$ cat src/rtl/spoofer_pkg.sv
// rtl/spoofer_pkg.sv - shared types and constants for the spoofer AVST source
package spoofer_pkg;

    typedef enum logic [1:0] {
        F_LATCH,
        F_PULSE,
        F_SETTLE,
        F_WAIT
    } fetch_state_t;

    typedef enum logic [1:0] {
        O_IDLE,
        O_SEND,
        O_GAP
    } out_state_t;

    localparam int SETTLE_CYCLES_DEFAULT = 3;
    localparam int PKT_COUNT_W = 16;

endpackage

$ cat src/rtl/spoofer_word_fetch.sv
// rtl/spoofer_word_fetch.sv - pulls counter words into a one-entry buffer
module spoofer_word_fetch
    import spoofer_pkg::*;
#(
    parameter int DATA_WIDTH    = 32,
    parameter int SETTLE_CYCLES = SETTLE_CYCLES_DEFAULT
) (
    input  logic                  clk,
    input  logic                  rst,
    input  logic [DATA_WIDTH-1:0] word_in,
    input  logic                  take,
    output logic                  word_req,
    output logic [DATA_WIDTH-1:0] word,
    output logic                  full
);

    localparam int SC_W = 8;

    fetch_state_t    state;
    logic [SC_W-1:0] settle_cnt;
    logic            free;

    // A buffer being taken this cycle is already free for the next latch.
    assign free = !full || take;

    always_ff @(posedge clk) begin
        if (rst) begin
            state      <= F_LATCH;
            word       <= '0;
            full       <= 1'b0;
            word_req   <= 1'b0;
            settle_cnt <= '0;
        end else begin
            word_req <= 1'b0;
            if (take) begin
                full <= 1'b0;
            end
            case (state)
                F_LATCH: begin
                    word     <= word_in;
                    full     <= 1'b1;
                    word_req <= 1'b1;
                    state    <= F_PULSE;
                end
                F_PULSE: begin
                    settle_cnt <= '0;
                    if (SETTLE_CYCLES > 1) begin
                        state <= F_SETTLE;
                    end else begin
                        state <= free ? F_LATCH : F_WAIT;
                    end
                end
                F_SETTLE: begin
                    if (settle_cnt == SC_W'(SETTLE_CYCLES - 2)) begin
                        state <= free ? F_LATCH : F_WAIT;
                    end else begin
                        settle_cnt <= settle_cnt + 1'b1;
                    end
                end
                F_WAIT: begin
                    if (free) begin
                        state <= F_LATCH;
                    end
                end
                default: state <= F_LATCH;
            endcase
        end
    end

endmodule

$ cat src/rtl/spoofer_avst_source.sv
// rtl/spoofer_avst_source.sv - frames counter words as Avalon-ST packets
module spoofer_avst_source
    import spoofer_pkg::*;
#(
    parameter int DATA_WIDTH    = 32,
    parameter int PKT_LEN       = 256,
    parameter int GAP_CYCLES    = 4,
    parameter int SETTLE_CYCLES = SETTLE_CYCLES_DEFAULT
) (
    input  logic                   clk,
    input  logic                   rst,
    input  logic                   enable,
    input  logic [DATA_WIDTH-1:0]  word_in,
    output logic                   word_req,
    output logic [DATA_WIDTH-1:0]  src_data,
    output logic                   src_valid,
    input  logic                   src_ready,
    output logic                   src_sop,
    output logic                   src_eop,
    output logic [PKT_COUNT_W-1:0] pkt_count,
    output logic                   busy
);

    localparam int  IDX_W  = $clog2(PKT_LEN) + 1;
    localparam int  GAP_W  = (GAP_CYCLES > 1) ? $clog2(GAP_CYCLES) : 1;
    localparam bit  NO_GAP = (GAP_CYCLES == 0);

    out_state_t            state;
    logic [IDX_W-1:0]      beat_idx;
    logic [GAP_W-1:0]      gap_cnt;
    logic [DATA_WIDTH-1:0] word;
    logic                  full;
    logic                  take;
    logic                  accept;
    logic                  gap_last;
    logic                  load_sop;
    logic                  load_next;

    spoofer_word_fetch #(
        .DATA_WIDTH    (DATA_WIDTH),
        .SETTLE_CYCLES (SETTLE_CYCLES)
    ) u_fetch (
        .clk      (clk),
        .rst      (rst),
        .word_in  (word_in),
        .take     (take),
        .word_req (word_req),
        .word     (word),
        .full     (full)
    );

    // take is the single point where a buffered word moves into the output register.
    always_comb begin
        accept    = src_valid && src_ready;
        gap_last  = (gap_cnt == GAP_W'(GAP_CYCLES - 1));
        take      = 1'b0;
        load_sop  = 1'b0;
        case (state)
            O_IDLE: begin
                take     = enable && full;
                load_sop = take;
            end
            O_SEND: begin
                if (accept && src_eop) begin
                    take     = NO_GAP && enable && full;
                    load_sop = take;
                end else if (accept || !src_valid) begin
                    take = full;
                end
            end
            O_GAP: begin
                take     = gap_last && enable && full;
                load_sop = take;
            end
            default: take = 1'b0;
        endcase
        load_next = take && !load_sop;
    end

    always_ff @(posedge clk) begin
        if (rst) begin
            state     <= O_IDLE;
            src_valid <= 1'b0;
            src_sop   <= 1'b0;
            src_eop   <= 1'b0;
            src_data  <= '0;
            beat_idx  <= '0;
            gap_cnt   <= '0;
            pkt_count <= '0;
            busy      <= 1'b0;
        end else begin
            if (take) begin
                src_valid <= 1'b1;
                src_data  <= word;
                src_sop   <= load_sop;
                src_eop   <= load_next && (beat_idx == IDX_W'(PKT_LEN - 1));
                beat_idx  <= load_sop ? IDX_W'(1) : beat_idx + 1'b1;
            end else if (accept) begin
                src_valid <= 1'b0;
            end

            if (accept && src_eop) begin
                pkt_count <= pkt_count + 1'b1;
            end

            case (state)
                O_IDLE: begin
                    if (load_sop) begin
                        state <= O_SEND;
                        busy  <= 1'b1;
                    end
                end
                O_SEND: begin
                    if (accept && src_eop) begin
                        if (NO_GAP) begin
                            state <= load_sop ? O_SEND : O_IDLE;
                            busy  <= load_sop;
                        end else begin
                            state   <= O_GAP;
                            gap_cnt <= '0;
                        end
                    end
                end
                O_GAP: begin
                    gap_cnt <= gap_cnt + 1'b1;
                    if (gap_last) begin
                        state <= load_sop ? O_SEND : O_IDLE;
                        busy  <= load_sop;
                    end
                end
                default: state <= O_IDLE;
            endcase
        end
    end

endmodule

$ cat config.mk
export PLATFORM = sky130hd
export DESIGN_NAME = spoofer_avst_source
export DESIGN_NICKNAME = d
export VERILOG_FILES = /design/src/rtl/spoofer_pkg.sv /design/src/rtl/spoofer_word_fetch.sv /design/src/rtl/spoofer_avst_source.sv
export SDC_FILE = /design/constraint.sdc
export NUM_CORES = 1
export LEC_CHECK = 0
export ABC_AREA = 1
export BUFFER_PORTS_ARGS = -buffer_cell sky130_fd_sc_hd__buf_2
export CELL_PAD_IN_SITES_DETAIL_PLACEMENT = 0
export CELL_PAD_IN_SITES_GLOBAL_PLACEMENT = 1
export CORE_ASPECT_RATIO = 1.25
export CORE_MARGIN = 4
export CORE_UTILIZATION = 42
export DETAILED_ROUTE_END_ITERATION = 12
export PLACE_DENSITY_LB_ADDON = 0.1
export SLEW_MARGIN = 10
export SYNTH_ARGS = -nofsm -noshare
export SYNTH_HDL_FRONTEND = slang
export SYNTH_SLANG_ARGS = --single-unit
$ cat constraint.sdc
create_clock -name clk -period 3.5 [get_ports clk]
set_input_delay 0.7 -clock clk [delete_from_list [all_inputs] [get_ports clk]]
set_output_delay 0.7 -clock clk [all_outputs]
set_load 0.05 [all_outputs]
==> results by group, run 1 <==
Outcome
  • Outcome: finished clean

Yosys
  • Mapped Cells: 574
  • Synth top area share: 50.3%
  • Asr flop ratio synth: 0%
  • Top cells by area, synth: dfxtp_1 50%, nand2_1 9.8%, a21oi_1 7.3%, inv_1 6.1%, o21ai_0 6.0%
  • Syn_area_per_cell: 7.56 um^2
  • FF+latch count, synth: 109
  • Post-synth EDFFs: 0
  • Top cell type by total area after synthesis: dfxtp_1
  • Sequential cell area fraction in the yosys report: 50.3%
  • Unique masters post-synth: 31
  • Syn Nets: 616
  • Synth warn: 0
  • Post-synth top flop: dfxtp_1
  • Netlist Area Pre-Place: 0.00434 mm^2

Clocking
  • Clock Tree Buf Depth: 2
  • Inserted Clock Buffers: 9
  • Insertion delay to the later sink of the worst-skew pair: 0.34 ns
  • Clock Sink Count: 109
  • Root Buffer: clkbuf_16
  • H-tree levels: 3
  • Setup Fix Bufs, Post-CTS: 0
  • CTS clk-pin slew, worst paths: 0.07 ns
  • CTS tree: built
  • CTS resizes: 0
  • # hold bufs at CTS: 0

GRT
  • Vias in the first global route: 3741
  • GRT Total Usage: 17.7%
  • Initial antenna violation count: 0
  • GRT overflow: 0
  • Pin count of the biggest net entering global routing: 52
  • First-pass GRT wire length: 17300 um

Drt
  • Wire per inst: 13.0 um
  • Via density per instance: 4.92
  • 1st-iter DRT viols: 167
  • Drt pass-1 iters: 4
  • Post-route antenna net violation count: 0
  • Drt drc: 0
  • Vias: 3875
  • Drt total wl: 10200 um

Critical path
  • Crit path kind: register to register
  • Req. time, crit path: 3.77 ns
  • RR Endpoint: src_data[24]
  • Worst Setup SP: gap_cnt[0]
  • Setup crit end: src_data[24]
  • Worst r2r src: gap_cnt[0]
  • Data arrival, critical path: 2.26 ns
  • CP Max Fanout: 49
  • Critical Path End Type: register
  • R2R setup slack: 1.50 ns
  • Startpoint Class: register
  • R2R cell count: 8

Floorplanning
  • Total core area: 0.0101 mm^2
  • Row cnt: 41
  • Initial core utilization: 43.0%
  • # IOs: 89
  • Die area: 0.0120 mm^2
  • Floorplan die height: 122 um
  • Die span in x: 98.9 um

Pwr
  • P_sw: 1.00 mW
  • Leakage: 2.19 nW
  • Pwr Density: 592 mW/mm^2
  • Internal power: 2.03 mW
  • Sequential power share: 47.5%
  • Worst VDD drop: 316 uV
  • Gate power share: 21.3%
  • Clock Power Share: 31.2%
  • Switching part of the total: 33.1%

Place
  • RePlAce Congestion: 0.825
  • Placed cell count: 772
  • Post-DP HPWL: 7180 um
  • # port buffers: 88
  • Placed cell area: 0.00484 mm^2

STA
  • Hold slack: 0.452 ns
  • Period utilization: 57.1%
  • Final number of setup-violating endpoints: 0
  • RSZ-0062 raised after global routing: no
  • Max-slew violation count: 0
  • Fmax achieved: 501 MHz
  • Setup TNS: 0 ns
  • Final hold vios: 0
  • Relative slew slack: 37.1%
  • Tmin final: 2.00 ns
  • Slew at the pin closest to its max-slew limit: 0.941 ns
  • Clock Skews: 0.00758 ns

Cells and area
  • Design area: 0.00512 mm^2
  • NumNets Final: 696
  • Commonest non-fill, non-tap cell in the layout: nand2_1
  • Ant diodes: 0
  • Layout area overhead: 17.9%
  • Most frequent cells in the layout: 113 x nand2_1, 109 x dfxtp_1, 88 x buf_2
  • Post-route insts no fill: 788
  • Share of cells above drive strength 1: 18.4%

Job
  • Maximum Capacitance Violations: 0

Worst hold path
  • HP Class: register to register
  • Worst Hold Depth: 2
-- registers in the layout, indices dropped and copies added, names as in the netlist --
signal / count
beat_idx: 9
busy: 1
gap_cnt: 2
pkt_count: 16
src_data: 32
src_eop: 1
src_sop: 1
src_valid: 1
state: 2
u_fetch.full: 1
u_fetch.settle_cnt: 8
u_fetch.state: 2
u_fetch.word: 32
u_fetch.word_req: 1
-- kinds of logic after synthesis --
family	after synthesis	share of synthesized area (%)
simple gates	215	21.2
buf+inv	96	9.39
fa+ha+maj	6	1.73
compound gates	146	17.0
xor+xnor	2	0.404
flops	109	50.3
-- Yosys cell counts (2+ instances only) --
master,count
ha_1,6
nand4_1,4
nand3_2,2
dfxtp_1,109
inv_1,70
nor2_1,46
xor2_1,2
nor3_1,2
buf_6,4
nand3_1,37
o21ai_0,52
nor2_2,5
buf_2,7
nand2_1,113
inv_2,2
clkbuf_1,8
nor3_2,2
o21ai_1,27
a21oi_1,63
buf_4,2
-- power by group through the flow --
stage                     logic (mW)  registers, mW  clock network [mW]
after floorplan                0.266           1.70                   0
after global placement         0.642           1.47                   0
after detailed placement       0.651           1.47                   0
after CTS                      0.653           1.44               0.977
after global routing           0.711           1.46                1.03
final                          0.645           1.44               0.946
-- worst max-delay path, cell delays in order (launching register included) --
cell	delay [ns]
dfxtp_1	0.36
ha_1	0.15
inv_1	0.06
nand2_1	0.05
nand4_1	0.19
nand2_2	0.35
buf_4	0.49
o21ai_0	0.13
a21oi_1	0.13
-- area by class of cell --
class,count,area (um^2)
Tap cell,129,161
Fill cell,1052,4990
Inverter,73,274
Timing Repair Buffer,92,470
Clock buffer,12,246
Clock inverter,4,33.8
Multi-Input combinational cell,369,1750
Sequential cell,109,2180
-- stage by stage --
| stage | setup WS [ns] | power [mW] | util [%] |
|---|---|---|---|
| 3_3_place_gp | 1.23 | 2.11 | 47.9 |
| 5_1_grt | 1.24 | 3.21 | 50.7 |
| 3_5_place_dp | 1.17 | 2.12 | 47.9 |
| 6_report | 1.50 | 3.03 | 50.7 |
| 2_1_floorplan | 1.80 | 1.97 | - |
| 4_1_cts | 1.48 | 3.07 | 50.7 |
-- layer usage --
metal | GRT usage, % | wire length [um]
met1 | 21.4 | 4520
met2 | 29.7 | 4980
met3 | 4.93 | 538
met5 | 0 | 0
met4 | 7.00 | 210
-- how the worst min path moves through the flow --
stage                     start            to  slack [ns]
6_report       u_fetch.word[16]  src_data[16]        0.45
4_1_cts        u_fetch.word[10]  src_data[10]        0.45
3_3_place_gp   u_fetch.word[24]  src_data[24]        0.44
2_1_floorplan  u_fetch.word[20]  src_data[20]        0.42
3_5_place_dp   u_fetch.word[12]  src_data[12]        0.44
5_1_grt        u_fetch.word[10]  src_data[10]        0.48
Power figures use the tool's default switching activity.
==> run 2, diff against run 1 <==
--- a/config.mk
+++ b/config.mk
@@ -11,7 +11,7 @@
 export CELL_PAD_IN_SITES_GLOBAL_PLACEMENT = 1
 export CORE_ASPECT_RATIO = 1.25
 export CORE_MARGIN = 4
-export CORE_UTILIZATION = 42
+export CORE_UTILIZATION = 39
 export DETAILED_ROUTE_END_ITERATION = 12
 export PLACE_DENSITY_LB_ADDON = 0.1
 export SLEW_MARGIN = 10
==> constraint.sdc (replaced) <==
create_clock -name clk -period 1.9 [get_ports clk]
set_input_delay 0.38 -clock clk [delete_from_list [all_inputs] [get_ports clk]]
set_output_delay 0.38 -clock clk [all_outputs]
set_load 0.05 [all_outputs]
==> run 2 against run 1 <==
Against the previous run:
- clock skew is 0.00080 ns higher
- combinational power is 89% higher
- worst hold slack worse by 0.21 ns
- non-clock buffer count is 5 higher
- global-route usage is 1.9 points lower
- register-to-register slack worse by 1.2 ns
- critical path depth is 1 higher
- fmax is 22% higher
- flip-flop and latch count stayed put
- sequential share of layout area is 0.57 points lower
- setup slack worse by 1.2 ns
- final area is 1.3% higher
- critical path type unchanged
- largest cell class unchanged
- largest power group unchanged
- highest routed layer unchanged
==> results by group, run 2 (same netlist as run 1, synthesis figures left out) <==
GRT
  • Vias in the first global route: 3680 (-1.6%)
  • GRT overflow: 0 (unchanged)
  • Initial antenna violation count: 0 (unchanged)
  • GRT Total Usage: 15.8% (-1.9 points)
  • First-pass GRT wire length: 16500 um (-4.2%)
  • Pin count of the biggest net entering global routing: 66 (+27%)

STA
  • Max-slew violation count: 0 (unchanged)
  • Fmax achieved: 609 MHz (+22%)
  • Clock Skews: 0.00838 ns (+0.000801 ns)
  • Final hold vios: 0 (unchanged)
  • Setup TNS: 0 ns (unchanged)
  • Tmin final: 1.64 ns (-0.356 ns)
  • Period utilization: 86.4% (+29 points)
  • Slew at the pin closest to its max-slew limit: 0.420 ns (-0.521 ns)
  • Relative slew slack: 72.0% (+35 points)
  • Final number of setup-violating endpoints: 0 (unchanged)
  • RSZ-0062 raised after global routing: no

Cells and area
  • Most frequent cells in the layout: 113 x nand2_1, 109 x dfxtp_1, 88 x buf_2
  • Largest registers: src_data: 32 flops, u_fetch.word: 32 flops, pkt_count: 16 flops
  • Layout area overhead: 19.5%
  • Commonest non-fill, non-tap cell in the layout: nand2_1
  • Post-route insts no fill: 796 (+1.0%)
  • Share of cells above drive strength 1: 19.3% (+0.92 points)
  • Ant diodes: 0 (unchanged)
  • NumNets Final: 701 (+0.72%)

Floorplanning
  • Row cnt: 42 (+2.4%)
  • Total core area: 0.0107 mm^2 (+6.1%)
  • # IOs: 89 (unchanged)
  • Die span in x: 102 um (+3.5%)
  • Initial core utilization: 40.5% (-2.5 points)
  • Die area: 0.0129 mm^2 (+7.1%)
  • Floorplan die height: 126 um (+3.5%)

Drt
  • Via density per instance: 4.79 (-2.5%)
  • Post-route antenna net violation count: 0 (unchanged)
  • 1st-iter DRT viols: 124 (-26%)
  • Vias: 3815 (-1.5%)
  • Drt pass-1 iters: 4 (unchanged)
  • Drt total wl: 9960 um (-2.8%)
  • Drt drc: 0 (unchanged)
  • Wire per inst: 12.5 um (-3.8%)

Pwr
  • Worst VDD drop: 578 uV (+83%)
  • Sequential power share: 46.9% (-0.6 points)
  • P_sw: 1.88 mW (+87%)
  • Leakage: 2.23 nW (+1.6%)
  • Pwr Density: 1090 mW/mm^2 (+84%)
  • Clock Power Share: 31.4% (+0.2 points)
  • Gate power share: 21.6% (+0.3 points)
  • Tot Pwr: 5.65 mW (+86%)
  • Internal power: 3.77 mW (+86%)
  • Switching part of the total: 33.2% (+0.17 points)

Place
  • Placed cell count: 780 (+1.0%)
  • Post-DP HPWL: 7010 um (-2.5%)
  • RePlAce Congestion: 0.769 (-6.7%)
  • # port buffers: 88 (unchanged)

Critical path
  • Delay-heaviest family, CP: simple AND/OR/NAND/NOR gates
  • Req. time, crit path: 2.18 ns (-1.59 ns)
  • Top cell by count, worst path: nor2_1
  • Crit-path max cell delay: 0.39 ns (-0.10 ns)
  • Startpoint Class: register
  • Crit path kind: register to register
  • Data arrival, critical path: 1.92 ns (-0.34 ns)
  • CP Max Fanout: 4 (-92%)
  • Crit-path cells: ha_1 > nand3_1 > nor2_1 > nand3_1 > nor2_1 > ha_1 > o22ai_1 > inv_1 > nor2_1
  • Critical Path End Type: register
  • Critical path's slowest cell: dfxtp_1
  • Buf+Inv Stages, Crit Path: 1 (-1)

Worst hold path
  • HP Class: input port to register

Clocking
  • H-tree levels: 3 (unchanged)
  • CTS resizes: 0 (unchanged)
  • # hold bufs at CTS: 0 (unchanged)
  • Root Buffer: clkbuf_16
  • Clock Tree Buf Depth: 2 (unchanged)
  • CTS tree: built
  • CTS clk-pin slew, worst paths: 0.07 ns (about the same)
  • Clock Sink Count: 109 (unchanged)
  • Insertion delay to the later sink of the worst-skew pair: 0.34 ns (about the same)
  • Inserted Clock Buffers: 9 (unchanged)
  • Setup Fix Bufs, Post-CTS: 0 (unchanged)

Outcome
  • Outcome: finished clean

Job
  • Maximum Capacitance Violations: 0 (unchanged)
## run 2: worst reg2reg max path, cell delays in order, from the launching register on
cell	delay, ns
dfxtp_1	0.39
ha_1	0.21
nand3_1	0.11
nor2_1	0.14
nand3_1	0.11
nor2_1	0.11
ha_1	0.23
o22ai_1	0.16
inv_1	0.05
nor2_1	0.07
## run 2: through the flow
step	area (um^2)	hold slack, ns	setup WS (ns)	util (%)
3_3_place_gp	4910	0.435	0.262	45.8
2_1_floorplan	4340	0.425	0.198	-
6_report	5190	0.237	0.258	48.4
3_5_place_dp	4910	0.438	0.233	45.8
5_1_grt	5190	0.231	0.0859	48.4
4_1_cts	5190	0.223	0.240	48.4
## run 2: path summary, 6_finish.rpt
path / from / to / slack [ns] / depth (start not counted)
setup / recovery: beat_idx[0] / beat_idx[8] / 0.26 / 9
hold / removal: word_in[16] / u_fetch.word[16] / 0.24 / 3
setup reg to reg: beat_idx[0] / beat_idx[8] / 0.26 / 9
hold reg to reg: u_fetch.word[31] / src_data[31] / 0.45 / 2
## run 2: routing by layer
metal  vias up  track usage [%]  wire [um]
met5         -                0          0
met4         0             4.40         76
met2        78             27.0       4860
li1       2023                -          -
met1      1706             19.2       4490
met3         8             4.42        535
## run 2: final cells by class
class / instances / area, um^2
Multi-Input combinational cell: 369 / 1750
Clock inverter: 6 / 43.8
Timing Repair Buffer: 97 / 533
Clock buffer: 10 / 239
Fill cell: 1139 / 5530
Tap cell: 132 / 165
Inverter: 73 / 274
Sequential cell: 109 / 2180
## run 2: power by group through the flow
| stage | registers, mW | logic (mW) | clock network, mW |
|---|---|---|---|
| 2_1_floorplan | 3.14 | 0.489 | 0 |
| 3_5_place_dp | 2.70 | 1.24 | 0 |
| 5_1_grt | 2.68 | 1.33 | 1.93 |
| 6_report | 2.65 | 1.22 | 1.78 |
| 3_3_place_gp | 2.70 | 1.23 | 0 |
| 4_1_cts | 2.65 | 1.24 | 1.84 |
==> run 3, diff against run 2 <==
--- a/config.mk
+++ b/config.mk
@@ -17,4 +17,5 @@
 export SLEW_MARGIN = 10
 export SYNTH_ARGS = -nofsm -noshare
 export SYNTH_HDL_FRONTEND = slang
+export SYNTH_HIERARCHICAL = 1
 export SYNTH_SLANG_ARGS = --single-unit
==> run 3 against run 2 <==
Against the previous run:
- via count grew 7.0%
- register-to-register slack got worse by 0.11 ns
- worst hold slack gained 0.018 ns
- global-route usage rose by 0.52 points
- critical path type unchanged
- clock skew hardly changed
==> results by group, run 3 <==
Clocking
  • CTS clk-pin slew, worst paths: 0.07 ns (about the same)
  • Inserted Clock Buffers: 9 (unchanged)
  • Insertion delay to the later sink of the worst-skew pair: 0.34 ns (about the same)
  • CTS tree: built
  • # hold bufs at CTS: 0 (unchanged)
  • Clock Sink Count: 109 (unchanged)
  • Root Buffer: clkbuf_16
  • Clock Tree Buf Depth: 2 (unchanged)
  • H-tree levels: 3 (unchanged)

STA
  • Relative slew slack: 56.6% (-15 points)
  • Clock Skews: 0.00822 ns (-0.000169 ns)
  • Final number of setup-violating endpoints: 0 (unchanged)
  • Tmin final: 1.75 ns (+0.107 ns)
  • Final hold vios: 0 (unchanged)
  • Max-slew violation count: 0 (unchanged)
  • Slew at the pin closest to its max-slew limit: 0.651 ns (+0.231 ns)
  • Fmax achieved: 572 MHz (-6.1%)
  • Period utilization: 92.0% (+5.6 points)

Cells and area
  • Fillers: 1182 (+3.8%)
  • Largest registers: src_data: 32 flops, u_fetch/word: 32 flops, pkt_count: 16 flops
  • Layout area overhead: 18.7%
  • Share of cells above drive strength 1: 22.6% (+3.3 points)
  • Design area: 0.00538 mm^2 (+3.7%)
  • Most frequent cells in the layout: 131 x nand2_1, 107 x dfxtp_1, 100 x nor2_1
  • NumNets Final: 737 (+5.1%)
  • Commonest non-fill, non-tap cell in the layout: nand2_1
  • Footprint of the multi-input gates: 0.00201 mm^2 (+14%)
  • Ant diodes: 0 (unchanged)
  • Register area: 0.00219 mm^2 (+0.23%)
  • Final Util: 47.8% (-0.55 points)

GRT
  • First-pass GRT wire length: 18100 um (+9.3%)
  • GRT Total Usage: 16.3% (+0.52 points)
  • Initial antenna violation count: 0 (unchanged)
  • GRT overflow: 0 (unchanged)
  • Vias in the first global route: 3930 (+6.8%)
  • Pin count of the biggest net entering global routing: 36 (-45%)

Yosys
  • Most common library cells after synthesis: 131 x nand2_1, 109 x dfxtp_1, 101 x nor2_1
  • Netlist Area Pre-Place: 0.00453 mm^2 (+4.4%)
  • Post-synth EDFFs: 0 (unchanged)
  • Synth warn: 6 (+6)
  • Sequential cell area fraction in the yosys report: 48.2% (-2.1 points)
  • Asr flop ratio synth: 0% (unchanged)
  • Unique masters post-synth: 32 (+3.2%)
  • Syn Nets: 651 (+5.7%)
  • Top cell type by total area after synthesis: dfxtp_1
  • Mapped Cells: 609 (+6.1%)
  • Top cells by area, synth: dfxtp_1 48%, nand2_1 11%, nor2_1 8.4%, a21oi_1 6.1%, o21ai_0 4.7%
  • Post-synth top flop: dfxtp_1
  • FF+latch count, synth: 109 (unchanged)
  • Synth top area share: 48.2% (-2.1 points)
  • Syn_area_per_cell: 7.44 um^2 (-1.6%)
  • Cell with the most instances after synthesis: nand2_1

Floorplanning
  • Die area: 0.0134 mm^2 (+4.1%)
  • # IOs: 89 (unchanged)
  • Total core area: 0.0112 mm^2 (+4.9%)
  • Floorplan die height: 129 um (+2.0%)
  • Row cnt: 43 (+2.4%)
  • Die span in x: 104 um (+2.0%)
  • Initial core utilization: 40.3% (-0.20 points)

Critical path
  • CP Max Fanout: 4 (unchanged)
  • Critical Path End Type: register
  • Data arrival, critical path: 2.03 ns (+0.11 ns)
  • Req. time, crit path: 2.18 ns (about the same)
  • Startpoint Class: register
  • Crit path kind: register to register

Place
  • Post-DP HPWL: 7350 um (+4.9%)
  • Placed cell area: 0.00507 mm^2 (+3.3%)
  • # port buffers: 88 (unchanged)
  • RePlAce Congestion: 0.815 (+5.9%)

Drt
  • Drt drc: 0 (unchanged)
  • Wire per inst: 12.8 um (+2.4%)
  • Post-route antenna net violation count: 0 (unchanged)
  • Drt total wl: 10700 um (+7.3%)
  • Vias: 4082 (+7.0%)
  • 1st-iter DRT viols: 142 (+15%)
  • Via density per instance: 4.89 (+2.1%)
  • Drt pass-1 iters: 5 (+1)

Pwr
  • Pwr Density: 1080 mW/mm^2 (-0.40%)
  • Clock Power Share: 30.2% (-1.2 points)
  • Gate power share: 22.7% (+1.1 points)
  • P_sw: 1.97 mW (+5.0%)
  • Tot Pwr: 5.83 mW (+3.3%)
  • Worst VDD drop: 493 uV (-15%)
  • Leakage: 2.34 nW (+4.9%)
  • Switching part of the total: 33.8% (+0.57 points)
  • Sequential power share: 47.1% (+0.2 points)
  • Internal power: 3.86 mW (+2.4%)

Outcome
  • Outcome: finished clean

Job
  • Maximum Capacitance Violations: 0 (unchanged)

Worst hold path
  • HP Class: input port to register
run 3: cell types whose count changed after synthesis, sizes merged, moves of 5 or more:
cell   change
inv       -15
nor2      +57
nand2     +30
nand4      +5
o21ai     -31
nand3     -14
run 3: what timing repair did:
item	4_1_cts	5_1_grt
setup endpoints to repair	0	1
buffers inserted	0	1
resized for setup	0	8
run 3: routing by layer:
metal / vias to the layer above / part of all wire [%] / routed length [um] / track usage (%)
li1: 2119 / - / - / -
met1: 1889 / 45 / 4770 / 19.2
met2: 64 / 50 / 5320 / 29.0
met3: 10 / 3.9 / 422 / 3.51
met4: 0 / 1.7 / 179 / 6.42
met5: - / 0 / 0 / 0
run 3: logic make-up (layout without fill, tap and decap cells):
kind of cell / count (synthesis) / count (layout) / share of synthesized area [%]
AOI/OAI and AO/OA: 116 / 116 / 13.8
and+or+nand+nor: 298 / 298 / 28.3
DFF: 109 / 109 / 48.2
adders and majority gates: 6 / 6 / 1.66
buffers and inverters: 80 / 170 / 8.12
run 3: power by group through the flow:
stage,Combinational [mW],Clock [mW],Sequential [mW]
floorplan,0.779,0,3.02
detailed placement,1.34,0,2.79
global route,1.49,1.90,2.79
CTS,1.34,1.82,2.74
global placement,1.33,0,2.79
finish,1.32,1.76,2.75
run 3: worst paths after layout:
path | startpoint | endpoint | slack [ns] | cells after the start
worst max-delay path | beat_idx[0] | beat_idx[8] | 0.15 | 10
worst min-delay path | word_in[11] | u_fetch/word[11] | 0.25 | 3
worst max register to register | beat_idx[0] | beat_idx[8] | 0.15 | 10
worst min register to register | src_data[25] | src_data[25] | 0.46 | 2
run 3: area by class of cell:
class                           instances  share of cell area [%]
Clock buffer                           10                    4.44
Inverter                               57                    4.02
Timing Repair Buffer                   98                    9.81
Clock inverter                          5                   0.651
Multi-Input combinational cell        420                    37.3
Sequential cell                       109                    40.7
Tap cell                              135                    3.14
run 3: per-stage QoR:
| step | std cells | hold WS [ns] | setup TNS [ns] | worst slack, ns |
|---|---|---|---|---|
| floorplan | 609 | 0.432 | 0 | 0.159 |
| global placement | 818 | 0.447 | 0 | 0.176 |
| detailed placement | 818 | 0.450 | 0 | 0.0938 |
| CTS | 833 | 0.243 | 0 | 0.0745 |
| global route | 834 | 0.254 | -0.0107 | -0.0107 |
| finish | 834 | 0.255 | 0 | 0.151 |
run 3: critical path: stages (launching register included):
cell	delay [ns]
dfxtp_4	0.37
ha_4	0.13
nand2_1	0.07
inv_1	0.07
nand3_2	0.07
nor2_2	0.13
nand2_1	0.07
nor2_1	0.11
ha_1	0.23
or2_2	0.31
a21oi_2	0.12
